--- src/rtl/regfile_wb_arbiter.sv ---
// regfile_wb_arbiter: drives the integer register file's single write port.
// The in-order pipeline writeback always has priority. Long-latency results
// (divider, uncached loads) are queued in a small FIFO and drained when the
// pipeline leaves the port idle. A 32-bit scoreboard tracks destinations
// reserved by in-flight long-latency ops so decode can stall on hazards.
module regfile_wb_arbiter #(
  parameter int unsigned FIFO_DEPTH = 2,
  parameter int unsigned STARVE_MAX = 4
) (
  input  logic        clk,
  input  logic        rst,
  // pipeline writeback
  input  logic        pipe_we,
  input  logic [4:0]  pipe_rd,
  input  logic [31:0] pipe_wd,
  // long-latency issue / reservation
  input  logic        iss_valid,
  input  logic [4:0]  iss_rd,
  output logic        iss_ready,
  // long-latency result
  input  logic        lu_valid,
  input  logic [4:0]  lu_rd,
  input  logic [31:0] lu_wd,
  output logic        lu_ready,
  // decode hazard query
  input  logic [4:0]  rs1,
  input  logic [4:0]  rs2,
  output logic        busy1,
  output logic        busy2,
  // pipeline backpressure
  output logic        stall_req,
  // register file write port
  output logic [4:0]  ad3,
  output logic [31:0] wd3,
  output logic        we3,
  // sticky protocol error
  output logic        err
);

  localparam int unsigned PTR_W = (FIFO_DEPTH > 1) ? $clog2(FIFO_DEPTH) : 1;
  localparam int unsigned CNT_W = PTR_W + 1;
  localparam int unsigned STV_W = (STARVE_MAX > 0) ? $clog2(STARVE_MAX + 1) : 1;

  // Scoreboard of reserved destinations (bit 0 never set)
  logic [31:0]      sb_q, sb_d;

  // Result FIFO storage and bookkeeping
  logic [4:0]       mem_rd_q [FIFO_DEPTH];
  logic [31:0]      mem_wd_q [FIFO_DEPTH];
  logic [PTR_W-1:0] wr_ptr_q, wr_ptr_d;
  logic [PTR_W-1:0] rd_ptr_q, rd_ptr_d;
  logic [CNT_W-1:0] count_q, count_d;

  // Starvation tracking
  logic [STV_W-1:0] starve_q, starve_d;
  logic             stall_q, stall_d;

  // Sticky error
  logic             err_q, err_d;

  // Registered write port
  logic [4:0]       ad3_q, ad3_d;
  logic [31:0]      wd3_q, wd3_d;
  logic             we3_q, we3_d;

  // Per-cycle decisions
  logic             fifo_empty;
  logic             push;
  logic             pop;
  logic             pipe_win;
  logic             reserve;
  logic [4:0]       head_rd;
  logic [31:0]      head_wd;

  assign fifo_empty = (count_q == '0);
  assign head_rd    = mem_rd_q[rd_ptr_q];
  assign head_wd    = mem_wd_q[rd_ptr_q];

  // Ready signals come only from registered state, so a same-cycle pop
  // never makes a full FIFO look ready.
  assign iss_ready  = !rst && ((iss_rd == 5'd0) || !sb_q[iss_rd]);
  assign lu_ready   = !rst && (count_q < CNT_W'(FIFO_DEPTH));

  assign push       = lu_valid && lu_ready;
  assign pipe_win   = pipe_we && (pipe_rd != 5'd0);
  assign pop        = !pipe_win && !fifo_empty;
  assign reserve    = iss_valid && iss_ready && (iss_rd != 5'd0);

  assign busy1      = sb_q[rs1];
  assign busy2      = sb_q[rs2];
  assign stall_req  = stall_q;
  assign ad3        = ad3_q;
  assign wd3        = wd3_q;
  assign we3        = we3_q;
  assign err        = err_q;

  // Next-state for scoreboard, FIFO bookkeeping, arbitration and starvation
  always_comb begin
    sb_d     = sb_q;
    wr_ptr_d = wr_ptr_q;
    rd_ptr_d = rd_ptr_q;
    count_d  = count_q;
    starve_d = starve_q;
    err_d    = err_q;
    ad3_d    = ad3_q;
    wd3_d    = wd3_q;
    we3_d    = 1'b0;

    // A popped register cannot be reserved in the same cycle (its bit is
    // still set, so iss_ready is low); clear and set never target one bit.
    if (pop) begin
      sb_d[head_rd] = 1'b0;
    end
    if (reserve) begin
      sb_d[iss_rd] = 1'b1;
    end
    sb_d[0] = 1'b0;

    if (push) begin
      wr_ptr_d = wr_ptr_q + PTR_W'(1);
      if (!sb_q[lu_rd]) begin
        err_d = 1'b1;
      end
    end
    if (pop) begin
      rd_ptr_d = rd_ptr_q + PTR_W'(1);
    end
    unique case ({push, pop})
      2'b10:   count_d = count_q + CNT_W'(1);
      2'b01:   count_d = count_q - CNT_W'(1);
      default: count_d = count_q;
    endcase

    if (pipe_win) begin
      ad3_d = pipe_rd;
      wd3_d = pipe_wd;
      we3_d = 1'b1;
    end else if (pop) begin
      ad3_d = head_rd;
      wd3_d = head_wd;
      we3_d = (head_rd != 5'd0);
    end

    // Non-empty and not popped means the pipeline took the port.
    if (pop || fifo_empty) begin
      starve_d = '0;
    end else if (starve_q != STV_W'(STARVE_MAX)) begin
      starve_d = starve_q + STV_W'(1);
    end

    stall_d = (starve_q == STV_W'(STARVE_MAX));
  end

  // Control state registers with synchronous reset
  always_ff @(posedge clk) begin
    if (rst) begin
      sb_q     <= '0;
      wr_ptr_q <= '0;
      rd_ptr_q <= '0;
      count_q  <= '0;
      starve_q <= '0;
      stall_q  <= 1'b0;
      err_q    <= 1'b0;
      ad3_q    <= '0;
      wd3_q    <= '0;
      we3_q    <= 1'b0;
    end else begin
      sb_q     <= sb_d;
      wr_ptr_q <= wr_ptr_d;
      rd_ptr_q <= rd_ptr_d;
      count_q  <= count_d;
      starve_q <= starve_d;
      stall_q  <= stall_d;
      err_q    <= err_d;
      ad3_q    <= ad3_d;
      wd3_q    <= wd3_d;
      we3_q    <= we3_d;
    end
  end

  // FIFO payload storage; contents are don't-care once pointers reset
  always_ff @(posedge clk) begin
    if (push) begin
      mem_rd_q[wr_ptr_q] <= lu_rd;
      mem_wd_q[wr_ptr_q] <= lu_wd;
    end
  end

endmodule
--- config.mk ---
export PLATFORM = sky130hd
export DESIGN_NAME = regfile_wb_arbiter
export DESIGN_NICKNAME = d
export VERILOG_FILES = /design/src/rtl/regfile_wb_arbiter.sv
export SDC_FILE = /design/constraint.sdc
export NUM_CORES = 1
export LEC_CHECK = 0
export CORE_MARGIN = 2
export CORE_UTILIZATION = 30
export CTS_CLUSTER_SIZE = 24
export DETAILED_ROUTE_END_ITERATION = 7
export SLEW_MARGIN = 5
export SYNTH_ARGS = -nofsm -noshare
export SYNTH_HDL_FRONTEND = slang
export SYNTH_SLANG_ARGS = --single-unit
--- constraint.sdc ---
create_clock -name clk -period 4.2 [get_ports clk]
set_input_delay 0.84 -clock clk [delete_from_list [all_inputs] [get_ports clk]]
set_output_delay 0.84 -clock clk [all_outputs]
set_load 0.05 [all_outputs]
==> impl_metrics.ini <==
[run_status]
run_status = finished clean

[hold_path]
hold_depth = 2
min_path_type = reg2reg

[yosys]
ys_ff_latch = 153
synth_cells = 638
synthArstFlopShare = 0
ys.flop_type = dfxtp_1
yosys_warnings = 0
synth_edf_count = 74
avgSynthCellArea_um2 = 11.2
syn_nets = 735
netlist_area_mm2 = 0.00712
seq_area_frac_synth = 0.534
synth_cell_type_count = 47

[global_route]
overflow = 0
grt_use_total = 0.168
grt_pass1_wl_um = 31600
grt_pass1_vias = 5533
grt_max_degree = 53
antenna_found_initial = 1

[routing]
drt_iter0_markers = 379
wl_per_cell_um = 18.8
detail_route.drc_violations = 0
top_layer_used = met5
ant_nets = 0
dr.pass1.iters = 5
routed_via_density = 5.15
wl_um = 20400
wl_met2_um = 9350
via_count = 5575
wirelength_met1_um = 8450
wl_met3_um = 2100

[finish]
area_growth_pct = 31.2
nets = 848
fillCellCount = 2312
n_antenna_cell = 0
drive_gt1_frac = 0.111

[cts]
cts_resized = 0
cts_max_path_buffers = 2
hold_buffers = 0
clk_pin_slew_ns = 0.06
htreeDepth = 4
post_cts_buffers = 0
clkSinkCount = 153
cts_tree = yes
clock-root-buffer = clkbuf_16
clock_latency_ns = 0.42
numCtsBuffers = 17

[setup_path]
worst-path-max-fanout = 8
cp.depth = 5
path_delay_family = multiplexers
endpoint_kind = output port
cpMaxStageDelayCell = clkdlybuf4s50_1
required_ns = 3.36
cp_num_buf_inv = 2
crit_arrival_ns = 3.13
path_cells = clkdlybuf4s50_1 > mux4_2 > mux4_2 > mux2_2 > buf_4
critPathKind = in2out
max_stage_delay_ns = 0.78
startpoint_type = input port
path_common_cell = mux4_2
reg2reg_depth = 4

[sta]
fin_skew_ns = 0.00915
finalCriticalPeriod_ns = 3.97
max_slew_margin = 0.337
setup_violations = 0
setup_slack_ns = 0.232
finalHoldViolCount = 0
finalMaxSlewViolations = 0
tns_ns = 0
worstMarginPinSlew_ns = 0.994
timing.fmax_ghz = 0.252
rsz0062_at_grt = false
layout_worst_path_cycle_share = 0.945

[placed_design]
place.gp.congestion = 0.923
hpwl_um = 13500
dp_slack_ns = 0.209
numPortBuffers = 137

[flow_run]
cap_violations = 0

[power]
p_leak_uw = 0.00306
p_per_area_mw_per_mm2 = 495
ir_worst_vdd_uv = 292

[floorplanning]
fp.dieW_um = 158
top_level_ports = 138
rows = 56
fp.dieH_um = 158
initial_core_util = 0.304
coreArea_mm2 = 0.0234
die_area_mm2 = 0.0250
==> path summary, 6_finish.rpt <==
check	slack, ns	end	startpoint
hold reg to reg	0.52	rd_ptr_q	rd_ptr_q
setup / recovery	0.23	busy2	rs2[0]
hold / removal	0.52	rd_ptr_q	rd_ptr_q
setup reg to reg	1.91	we3	register
==> cell usage after synthesis, drive strengths merged, types with 2 or more instances <==
master	n	area [um^2]
nor2	20	75.1
xor2	2	17.5
o211ai	66	495
xnor2	3	26.3
and3	2	12.5
nand4	2	12.5
dfxtp	79	1580
or3	4	25.0
clkbuf	39	146
o31ai	5	37.5
nand3	5	25.0
edfxtp	74	2220
o21ai	33	165
nand2	112	420
a21oi	44	220
mux2i	48	480
inv	6	22.5
nor3b	2	15.0
mux4	29	653
mux2	6	67.6
and3b	2	17.5
o2111ai	2	17.5
ha	3	37.5
nand3b	5	37.5
nand2b	3	18.8
nor3	4	20.0
nor2b	2	12.5
nor4	4	25.0
buf	15	75.1
o311ai	2	17.5
or4	3	26.3
==> flip-flops by register name, summed over array words and instances (netlist names), named ones only <==
| register | flops |
|---|---|
| rd_ptr_q | 1 |
| mem_rd_q | 10 |
| starve_q | 3 |
| we3 | 1 |
| stall_req | 1 |
| err | 1 |
| ad3 | 5 |
| mem_wd_q | 64 |
| sb_q | 31 |
| count_q | 2 |
| wr_ptr_q | 1 |
| wd3 | 32 |
==> area by class of cell <==
| class | count | area (um^2) | area share |
|---|---|---|---|
| clock inverters | 10 | 93.8 | 0.0101 |
| inverters | 7 | 26.3 | 0.00281 |
| flip-flops and latches | 153 | 3800 | 0.408 |
| well taps | 319 | 399 | 0.0427 |
| repair buffers | 148 | 1450 | 0.156 |
| multi-input cells | 424 | 3090 | 0.331 |
| clock buffers | 22 | 465 | 0.0499 |
==> metrics by stage <==
step	total power, uW	hold WS, ns	cells	util	cell area (um^2)
2_1_floorplan	2750	0.480	638	-	7120
3_3_place_gp	3210	0.498	1051	0.375	8780
3_5_place_dp	3210	0.505	1051	0.375	8780
4_1_cts	4670	0.521	1083	0.399	9340
5_1_grt	4840	0.539	1083	0.399	9340
6_report	4620	0.516	1083	0.399	9340
==> layer usage <==
metal	GRT usage	up-vias
li1	-	2632
met1	0.217	2645
met2	0.252	257
met3	0.0646	39
met4	0.0669	2
met5	0	-
==> power by group <==
group | total [uW] | switching, uW | internal (uW) | leakage [uW]
Clock | 1460 | 606 | 851 | 0.000267
Combinational | 1340 | 851 | 491 | 0.00147
Sequential | 1820 | 97.8 | 1720 | 0.00133
==> cell families after synthesis <==
group,share of synthesized area
XOR/XNOR,0.00615
adder cells (fa/ha/maj),0.00527
multiplexers,0.169
flip-flops,0.534
AO/OA/AOI/OAI,0.144
buffers and inverters,0.0348
AND/OR/NAND/NOR,0.107
==> tightest hold or removal path, stage by stage, from the launching register on <==
cell and delay (ns):
dfxtp_1 0.32, xnor2_1 0.09, nor2_1 0.08
==> layout by cell type (no fill, tap or decap), types with 18 or more instances in the layout <==
cell type / instances
o211ai_1: 66
dfxtp_1: 78
mux2i_1: 48
clkdlybuf4s50_1: 133
clkbuf_16: 18
nor2_1: 19
mux4_2: 29
edfxtp_1: 74
o21ai_1: 26
a21oi_1: 44
nand2_1: 112
No activity file was read; power rests on OpenSTA's default activity.
